--- src/rtl/point_loader.sv ---
// Writer side of the interpolation input memory: assembles big-endian (x, y) points
// from a byte stream, writes them to a dual-port BRAM and reports count and status.
module point_loader #(
    parameter int ADDR_W = 10,
    parameter int DEPTH  = 1024
) (
    input  logic              clk,
    input  logic              reset,
    input  logic              start,
    input  logic [7:0]        s_data,
    input  logic              s_valid,
    output logic              s_ready,
    output logic [ADDR_W-1:0] mem_addr,
    output logic              mem_wea,
    output logic [15:0]       mem_dina,
    output logic              mem_web,
    output logic [15:0]       mem_dinb,
    output logic [ADDR_W:0]   point_count,
    output logic              busy,
    output logic              done,
    output logic [1:0]        error
);

    localparam logic [2:0] S_IDLE  = 3'd0;
    localparam logic [2:0] S_RECV  = 3'd1;
    localparam logic [2:0] S_WRITE = 3'd2;
    localparam logic [2:0] S_DONE  = 3'd3;
    localparam logic [2:0] S_ERR   = 3'd4;

    localparam logic [ADDR_W:0] DEPTH_C  = (ADDR_W+1)'(DEPTH);
    localparam logic [1:0]      ERR_NONE = 2'd0;
    localparam logic [1:0]      ERR_MONO = 2'd1;
    localparam logic [1:0]      ERR_EMPTY = 2'd2;

    logic [2:0]        state_q, state_d;
    logic [1:0]        byte_idx_q, byte_idx_d;
    logic [15:0]       x_q, x_d;
    logic [15:0]       y_q, y_d;
    logic [15:0]       prev_x_q, prev_x_d;
    logic [ADDR_W:0]   count_q, count_d;
    logic              done_q, done_d;
    logic [1:0]        error_q, error_d;
    logic              accept;

    assign s_ready = (state_q == S_RECV) && !start;
    assign accept  = s_valid && s_ready;

    always_comb begin
        state_d    = state_q;
        byte_idx_d = byte_idx_q;
        x_d        = x_q;
        y_d        = y_q;
        prev_x_d   = prev_x_q;
        count_d    = count_q;
        done_d     = done_q;
        error_d    = error_q;

        if (start) begin
            // Restart from any state; partial frame bytes are simply forgotten.
            state_d    = S_RECV;
            byte_idx_d = 2'd0;
            count_d    = '0;
            done_d     = 1'b0;
            error_d    = ERR_NONE;
        end else begin
            case (state_q)
                S_RECV: begin
                    if (accept) begin
                        byte_idx_d = byte_idx_q + 2'd1;
                        case (byte_idx_q)
                            2'd0: x_d[15:8] = s_data;
                            2'd1: x_d[7:0]  = s_data;
                            2'd2: y_d[15:8] = s_data;
                            2'd3: begin
                                y_d[7:0] = s_data;
                                // x is complete once byte 1 has been taken, so x_q is final here.
                                if (x_q == 16'hFFFF) begin
                                    if (count_q == '0) begin
                                        state_d = S_ERR;
                                        error_d = ERR_EMPTY;
                                    end else begin
                                        state_d = S_DONE;
                                        done_d  = 1'b1;
                                    end
                                end else if ((count_q != '0) && (x_q <= prev_x_q)) begin
                                    state_d = S_ERR;
                                    error_d = ERR_MONO;
                                end else begin
                                    state_d = S_WRITE;
                                end
                            end
                            default: ;
                        endcase
                    end
                end
                S_WRITE: begin
                    prev_x_d = x_q;
                    count_d  = count_q + 1'b1;
                    if (count_d == DEPTH_C) begin
                        state_d = S_DONE;
                        done_d  = 1'b1;
                    end else begin
                        state_d = S_RECV;
                    end
                end
                default: ;
            endcase
        end
    end

    always_ff @(posedge clk) begin
        if (reset) begin
            state_q    <= S_IDLE;
            byte_idx_q <= 2'd0;
            x_q        <= '0;
            y_q        <= '0;
            prev_x_q   <= '0;
            count_q    <= '0;
            done_q     <= 1'b0;
            error_q    <= ERR_NONE;
        end else begin
            state_q    <= state_d;
            byte_idx_q <= byte_idx_d;
            x_q        <= x_d;
            y_q        <= y_d;
            prev_x_q   <= prev_x_d;
            count_q    <= count_d;
            done_q     <= done_d;
            error_q    <= error_d;
        end
    end

    // The write address is the count before the WRITE-cycle increment.
    assign mem_addr    = count_q[ADDR_W-1:0];
    assign mem_dina    = x_q;
    assign mem_dinb    = y_q;
    assign mem_wea     = (state_q == S_WRITE);
    assign mem_web     = (state_q == S_WRITE);
    assign point_count = count_q;
    assign busy        = (state_q == S_RECV) || (state_q == S_WRITE);
    assign done        = done_q;
    assign error       = error_q;

endmodule

--- config.mk ---
export PLATFORM = sky130hd
export DESIGN_NAME = point_loader
export DESIGN_NICKNAME = d
export VERILOG_FILES = /design/src/rtl/point_loader.sv
export SDC_FILE = /design/constraint.sdc
export NUM_CORES = 1
export LEC_CHECK = 0
export BUFFER_PORTS_ARGS = -buffer_cell sky130_fd_sc_hd__buf_2
export CORE_ASPECT_RATIO = 0.5
export CORE_UTILIZATION = 49
export CTS_CLUSTER_DIAMETER = 150
export DETAILED_ROUTE_END_ITERATION = 12
export PLACE_DENSITY = 0.78
export SETUP_SLACK_MARGIN = 0.15
export SYNTH_ARGS = -nofsm -noshare
export SYNTH_HDL_FRONTEND = slang
export SYNTH_SLANG_ARGS = --single-unit
--- constraint.sdc ---
create_clock -name clk -period 1.66 [get_ports clk]
set_input_delay 0.498 -clock clk [delete_from_list [all_inputs] [get_ports clk]]
set_output_delay 0.498 -clock clk [all_outputs]
set_load 0.1 [all_outputs]
==> flow_summary.toml, run 1 <==
[synthesis]
synth.net_count = 459
avgSynthCellArea_sq_um = 7.91
postSynthCellCount = 424
yosys_warnings = 0
syn-cell-area_sq_mm = 0.00335
synth_cell_types = 43
ys_seq_elements = 67
synthSimpleGateAreaFrac_pct = 25.6
synth_edf_count = 0
synthAdderAreaFrac_pct = 8.58
ys_async_sr_fraction_pct = 0
ys_seq_area_share_pct = 40.0
synth_top_family_by_area = "simple AND/OR/NAND/NOR gates"
synth_mux_area_share_pct = 0.299
synth_compound_area_share_pct = 13.2
synthFlopType = "dfxtp_1"
synth_xor_area_share_pct = 3.92

[floorplan]
rows = 20
die_w_um = 119
start_util_pct = 53.0
num_io_pins = 72
dieHeight_um = 60.5

[status]
haltStage = "global routing"
outcome = "stopped before the end"
error_line = "[ERROR DPL-0038] Utilization greater than 100%, impossible to legalize"

[placed_design]
dpl.cell_count = 595
hpwl_um = 6800
portBuffers = 71
gp_congestion = 0.841

[clocking]
holdBufCountCts = 0
htreeDepth = 3
cts_buffer_depth = 2
clock-root-buffer = "clkbuf_16"
clock_sinks = 67
cts_buffers = 9

[sta]
worst-ep-kind = "register input"
worstEndpointGrtRepair = "state_q[1]$_SDFFE_PP0P_/D"

[grt]
grt_max_degree = 49
[stage by stage]
step                cell area, sq um  worst slack [ns]
CTS                             5730            -0.340
detailed placement              4740            -0.413
floorplan                       3710            -0.273
global placement                4740            -0.286
[Yosys cell counts (all sizes together) (2+ instances only)]
cell type | instances | area (sq um)
inv | 21 | 78.8
a211o | 2 | 17.5
xor2 | 7 | 61.3
ha | 23 | 288
or2 | 2 | 15.0
and3 | 4 | 25.0
and4 | 2 | 17.5
nor2b | 3 | 18.8
nand2 | 87 | 327
nand3 | 28 | 140
clkbuf | 18 | 68.8
dfxtp | 67 | 1340
nand2b | 3 | 18.8
nor4b | 2 | 17.5
xnor2 | 8 | 70.1
a31oi | 2 | 12.5
nor2 | 20 | 75.1
a21oi | 59 | 295
a211oi | 3 | 27.5
buf | 19 | 134
nor3 | 8 | 40.0
nor3b | 2 | 25.0
nand4 | 15 | 93.8
o21ai | 5 | 25.0
o211ai | 2 | 20.0
[kinds of logic after synthesis]
kind of cell,Yosys count
AOI/OAI and AO/OA,78
xor gates and xnor gates,15
adders and majority gates,23
buffers and inverters,58
DFF,67
muxes,1
and+or+nand+nor,182
[what timing repair did]
action,CTS
setup buffers,10
gates resized for setup,158
endpoints found under the setup margin,103
gates cloned,3
pin swaps,51
==> inputs of run 2 (changes only) <==
- CORE_ASPECT_RATIO: 0.5 -> not set
- CORE_UTILIZATION: 49 -> 40
- CTS_CLUSTER_DIAMETER: 150 -> not set
- PLACE_DENSITY: 0.78 -> not set
- PLACE_DENSITY_LB_ADDON: not set -> 0.15
- SETUP_SLACK_MARGIN: 0.15 -> not set
- clock period: 1.66 -> 2.16 ns (I/O delays scaled with it)
==> run 2 against run 1 <==
Compared with the run above:
- the flow now finishes without violations
- synthesized cell count unchanged
- area after synthesis unchanged
==> flow_summary.toml, run 2 <==
[sta]
fin_crit_ns = 2.08
whs_ns = 0.455
period_share_pct = 96.4
max_slew_margin_pct = 54.4
finalHoldViolCount = 0
rsz0062_at_grt = "yes"
setup_viol = 0
max_freq_mhz = 480
finClkSkew_ns = 0.00688
drv_slew = 0
max_slew.worst_pin.slew_ns = 0.685

[synthesis]
synth_top_cell_by_area = "dfxtp_1"
ys_async_sr_fraction_pct = 0
synthFlopType = "dfxtp_1"
synth_edf_count = 0
synth_area_leaders = "dfxtp_1 (40%), nand2_1 (9.7%), a21oi_1 (8.8%), ha_1 (8.6%), nand3_1 (4.2%)"
syn-cell-area_sq_mm = 0.00335
postSynthCellCount = 424
yosys_warnings = 0
ys_seq_elements = 67
synth.net_count = 459
synth_cell_types = 43
ys_seq_area_share_pct = 40.0
yosys.area.top_type_share_pct = 40.0
post-synth-top-count-cell = "nand2_1"
avgSynthCellArea_sq_um = 7.91
yosys-top-cells-count = "nand2_1 (87), dfxtp_1 (67), a21oi_1 (59)"

[detailed_routing]
drt-total-wl_um = 8510
vias = 3042
route.detailed.drc = 0
ant_nets = 0
wl_per_cell_um = 14.3
first_pass_iters = 4
drt_iter0_drc = 160
via_per_inst = 5.12

[worst_setup_path]
crit_fanout = 3
crit_chain = "or3b_4, nor2_4, buf_12"
cpLargestDelayFamily = "simple AND/OR/NAND/NOR gates"
crit_buf_inv = 1
critPathMaxStageDelay_ns = 0.40
required_ns = 1.51
crit_path_top_delay_cell = "or3b_4"
start_kind = "flip-flop"
end_kind = "output pin"
crit_type = "reg2out"
worstPathArrival_ns = 1.43

[worst_hold_path]
hold_path_class = "reg2reg"

[clocking]
clkLatencyLatePin_ns = 0.35
clock-root-buffer = "clkbuf_8"
cts_buffers = 9
cts_tree = "built"
htreeDepth = 3
clock_sinks = 67
clk_pin_slew_ns = 0.08
holdBufCountCts = 0
cts_buffer_depth = 2

[finish]
finalNonFillerCells = 594
nets = 519
final_cell_mix = "nand2_1 (87), buf_2 (67), a21oi_1 (59)"
drive_above_1_share_pct = 28.8
layout_commonest_cell = "nand2_1"
syn2layout_area_growth_pct = 21.2
num_antenna_cells = 0
fin_area_sq_mm = 0.00406

[floorplan]
die_w_um = 93.6
rows = 33
dieArea_sq_mm = 0.00875
num_io_pins = 72
dieHeight_um = 93.6
start_util_pct = 41.0
core_sq_mm = 0.00818

[status]
outcome = "finished clean"

[placed_design]
dpl_cell_area_sq_mm = 0.00384
gp_congestion = 0.796
hpwl_um = 5990
dpl.cell_count = 576
portBuffers = 71

[grt]
grt_max_degree = 49
grt_pass1_wl_um = 13800
grt_remaining_overflow = 0
antenna_found_initial = 0
grt_pass1_vias = 2769
track_usage_pct = 20.4

[power]
power.leakage_nw = 1.65
ir_drop_mv = 0.290
p_per_area_mw_per_mm2 = 595
power_mw = 2.42

[job]
maxCapViolCount = 0
-- run 2: cell counts after synthesis --
No cell type changed its count.
-- run 2: path summary, 6_finish.rpt --
| path | startpoint | to | slack (ns) | cells after the start |
|---|---|---|---|---|
| setup / recovery | state_q[2]$_SDFFE_PP0P_ | s_ready | 0.08 | 3 |
| hold / removal | mem_dinb[10]$_SDFFE_PP0P_ | mem_dinb[10]$_SDFFE_PP0P_ | 0.45 | 2 |
| setup reg to reg | prev_x_q[14]$_SDFFE_PP0P_ | state_q[1]$_SDFFE_PP0P_ | 0.10 | 7 |
| hold reg to reg | mem_dinb[10]$_SDFFE_PP0P_ | mem_dinb[10]$_SDFFE_PP0P_ | 0.45 | 2 |
-- run 2: tightest hold or removal path, delay by kind of cell, from the launching register on --
kind	cells	cell delay, ns
compound gates	1	0.05
flops	1	0.31
simple gates	1	0.05
-- run 2: report_power, final --
group | total, mW | switching (mW) | internal (mW)
logic | 0.188 | 0.132 | 0.0558
clock network | 0.986 | 0.504 | 0.482
registers | 1.25 | 0.00805 | 1.24
-- run 2: cells by family (layout without fill, tap and decap cells) --
family / count (synthesis) / count (layout) / share of synthesized area, %
mux: 1 / 1 / 0.299
simple gates: 182 / 182 / 25.6
buf+inv: 58 / 123 / 8.40
xor+xnor: 15 / 15 / 3.92
fa+ha+maj: 23 / 23 / 8.58
flops: 67 / 67 / 40.0
compound gates: 78 / 78 / 13.2
-- run 2: area by class of cell --
| type | count | area, sq um |
|---|---|---|
| fill | 817 | 4110 |
| inverter | 21 | 78.8 |
| clock buffer | 10 | 149 |
| tap | 105 | 131 |
| clock inverter | 6 | 38.8 |
| sequential | 67 | 1380 |
| multi-input combinational | 299 | 1750 |
| timing repair buffer | 86 | 532 |
-- run 2: routing by layer --
layer  wire, um  track usage [%]
met1       4070             27.1
met2       3990             32.4
met3        359             4.07
met4         90             8.33
met5          0                0
-- run 2: timing repair --
item | CTS | global route
endpoints found under the hold margin | 0 | 0
endpoints found under the setup margin | 1 | 5
pin swaps | 1 | 0
gates resized for setup | 5 | 3
buffers inserted | 3 | 0
-- run 2: stage by stage --
stage / worst slack (ns) / utilization (%) / setup TNS [ns]
after floorplan: -0.0798 / - / -0.0798
after global placement: 0.130 / 47.0 / 0
after detailed placement: 0.0485 / 47.0 / 0
after CTS: 0.0123 / 49.5 / 0
after global routing: -0.00714 / 49.7 / -0.00714
final: 0.0786 / 49.7 / 0
Power figures use the tool's default switching activity.
==> inputs of run 3 (changes only) <==
- REMOVE_ABC_BUFFERS: not set -> 1
- TNS_END_PERCENT: not set -> 10
==> run 3 against run 2 <==
Compared with the run above:
- register-to-register slack improved by 0.09 ns
- core utilization decreased by 0.90 points
- sequential share of layout area decreased by 0.37 points
- via count decreased by 1.2%
- non-clock buffer count decreased by 3
- wire length decreased by 1.9%
- die area unchanged
- clock skew increased by 0.0053 ns
- clock power decreased by 6.9%
- critical path depth unchanged
- worst hold slack about the same
- largest cell class unchanged
- largest power group unchanged
- highest routed layer unchanged
==> flow_summary.toml, run 3 (synthesis results as in run 2) <==
[grt]
antenna_found_initial = 0
grt_pass1_vias = 2686
grt_pass1_wl_um = 13600
track_usage_pct = 20.0
grt_max_degree = 43
grt_remaining_overflow = 0

[clocking]
cts_tree = "built"
cts_buffers = 9
cts_buffer_depth = 2
holdBufCountCts = 0
clock-root-buffer = "clkbuf_8"
post_cts_buffers = 0
clock_sinks = 67
clkLatencyLatePin_ns = 0.34
clk_pin_slew_ns = 0.08
htreeDepth = 3

[sta]
max_freq_mhz = 476
finalHoldViolCount = 0
setup_viol = 0
period_share_pct = 97.3
finClkSkew_ns = 0.0122
max_slew.worst_pin.slew_ns = 0.514
drv_slew = 0
max_slew_margin_pct = 65.5
worst_slack_ns = 0.0578
fin_crit_ns = 2.10
rsz0062_at_grt = "no"

[finish]
drive_above_1_share_pct = 23.5
nets = 516
fillers = 842
final_cell_mix = "nand2_1 (87), buf_2 (68), dfxtp_1 (65)"
syn2layout_area_growth_pct = 19.0
layout_commonest_cell = "nand2_1"
finalNonFillerCells = 591
num_antenna_cells = 0

[placed_design]
post-place-ws_ns = 0.0954
portBuffers = 71
dpl.cell_count = 575
hpwl_um = 6070
gp_congestion = 0.826

[detailed_routing]
vias = 3007
drt_iter0_drc = 133
via_per_inst = 5.09
wl_per_cell_um = 14.1
ant_nets = 0
first_pass_iters = 4
drt-total-wl_um = 8350
route.detailed.drc = 0

[worst_setup_path]
required_ns = 1.51
crit_type = "reg2out"
end_kind = "output pin"
crit_fanout = 5
start_kind = "flip-flop"
reg2reg_depth = 6
rr_startpoint = "mem_dina[14]$_SDFFE_PP0P_"
r2r-end = "state_q[1]$_SDFFE_PP0P_"
worstPathArrival_ns = 1.45
r2r_slack_ns = 0.19

[worst_hold_path]
worstHoldStart = "mem_dinb[10]$_SDFFE_PP0P_"
hold-path-cell-count = 2
hold_path_class = "reg2reg"
hold_end = "mem_dinb[10]$_SDFFE_PP0P_"

[floorplan]
num_io_pins = 72
die_w_um = 93.6
dieHeight_um = 93.6
start_util_pct = 41.0
core_sq_mm = 0.00818
rows = 33
dieArea_sq_mm = 0.00875

[job]
maxCapViolCount = 0

[power]
power.leakage_nw = 1.63
p_per_area_mw_per_mm2 = 589
ir_drop_mv = 0.364

[status]
outcome = "finished clean"
[run 3: cell count changes in the layout (fill, tap and decap cells not counted), moves of 2 or more]
cell     change
dfxtp_2     -23
nor4b_1      -2
nor4b_2      +2
dfxtp_4      -3
dfxtp_1     +26
buf_4        -2
[run 3: report_power, final]
part	internal (mW)	total [mW]	switching, mW	leakage, nW
Combinational	0.0522	0.184	0.131	0.996
Sequential	1.24	1.25	0.00837	0.541
Clock	0.412	0.918	0.506	0.0887
Total	1.70	2.35	0.646	1.63
[run 3: repair_timing]
action                                  CTS  global route
endpoints found under the setup margin    1             7
resized for setup                         3             7
endpoints found under the hold margin     0             0
gates cloned                              0             0
[run 3: per-stage QoR]
| stage | power, mW | hold WS [ns] | util (%) | setup TNS [ns] | instance area [sq um] |
|---|---|---|---|---|---|
| after floorplan | 1.38 | 0.430 | - | -76.48 | 3150 |
| after global placement | 1.45 | 0.442 | 46.2 | 0 | 3780 |
| after detailed placement | 1.45 | 0.447 | 46.2 | 0 | 3780 |
| after CTS | 2.36 | 0.458 | 48.4 | 0 | 3950 |
| after global routing | 2.44 | 0.470 | 48.8 | 0 | 3990 |
| final | 2.35 | 0.455 | 48.8 | 0 | 3990 |
[run 3: per-layer routing]
metal	part of all wire, %	GRT usage (%)	vias up
met5	0	0	-
met4	1.1	6.79	0
met3	3.3	3.25	7
met2	46	30.8	68
met1	49	28.3	1391
li1	-	-	1541
[run 3: worst max path at each step]
stage,from,endpoint,slack (ns)
2_1_floorplan,state_q[1]$_SDFFE_PP0P_,prev_x_q[0]$_SDFFE_PP0P_,-2.16
3_3_place_gp,mem_dina[0]$_SDFFE_PP0P_,state_q[1]$_SDFFE_PP0P_,0.12
3_5_place_dp,mem_dina[14]$_SDFFE_PP0P_,state_q[1]$_SDFFE_PP0P_,0.1
4_1_cts,state_q[0]$_SDFFE_PP0P_,s_ready,0.02
5_1_grt,state_q[2]$_SDFFE_PP0P_,s_ready,0.007
6_report,state_q[2]$_SDFFE_PP0P_,s_ready,0.06
[run 3: worst max-delay path: stages, from the launching register on]
cell	delay, ns
dfxtp_1	0.37
or3b_4	0.43
nor2_4	0.13
buf_12	0.18
[run 3: area by class of cell]
| class | count | area [sq um] | share of cell area (%) |
|---|---|---|---|
| multi-input combinational | 299 | 1770 | 44.4 |
| sequential | 67 | 1340 | 33.7 |
| timing repair buffer | 83 | 494 | 12.4 |
| tap | 105 | 131 | 3.29 |
| clock buffer | 9 | 124 | 3.11 |
| inverter | 21 | 78.8 | 1.98 |
| clock inverter | 7 | 45.0 | 1.13 |
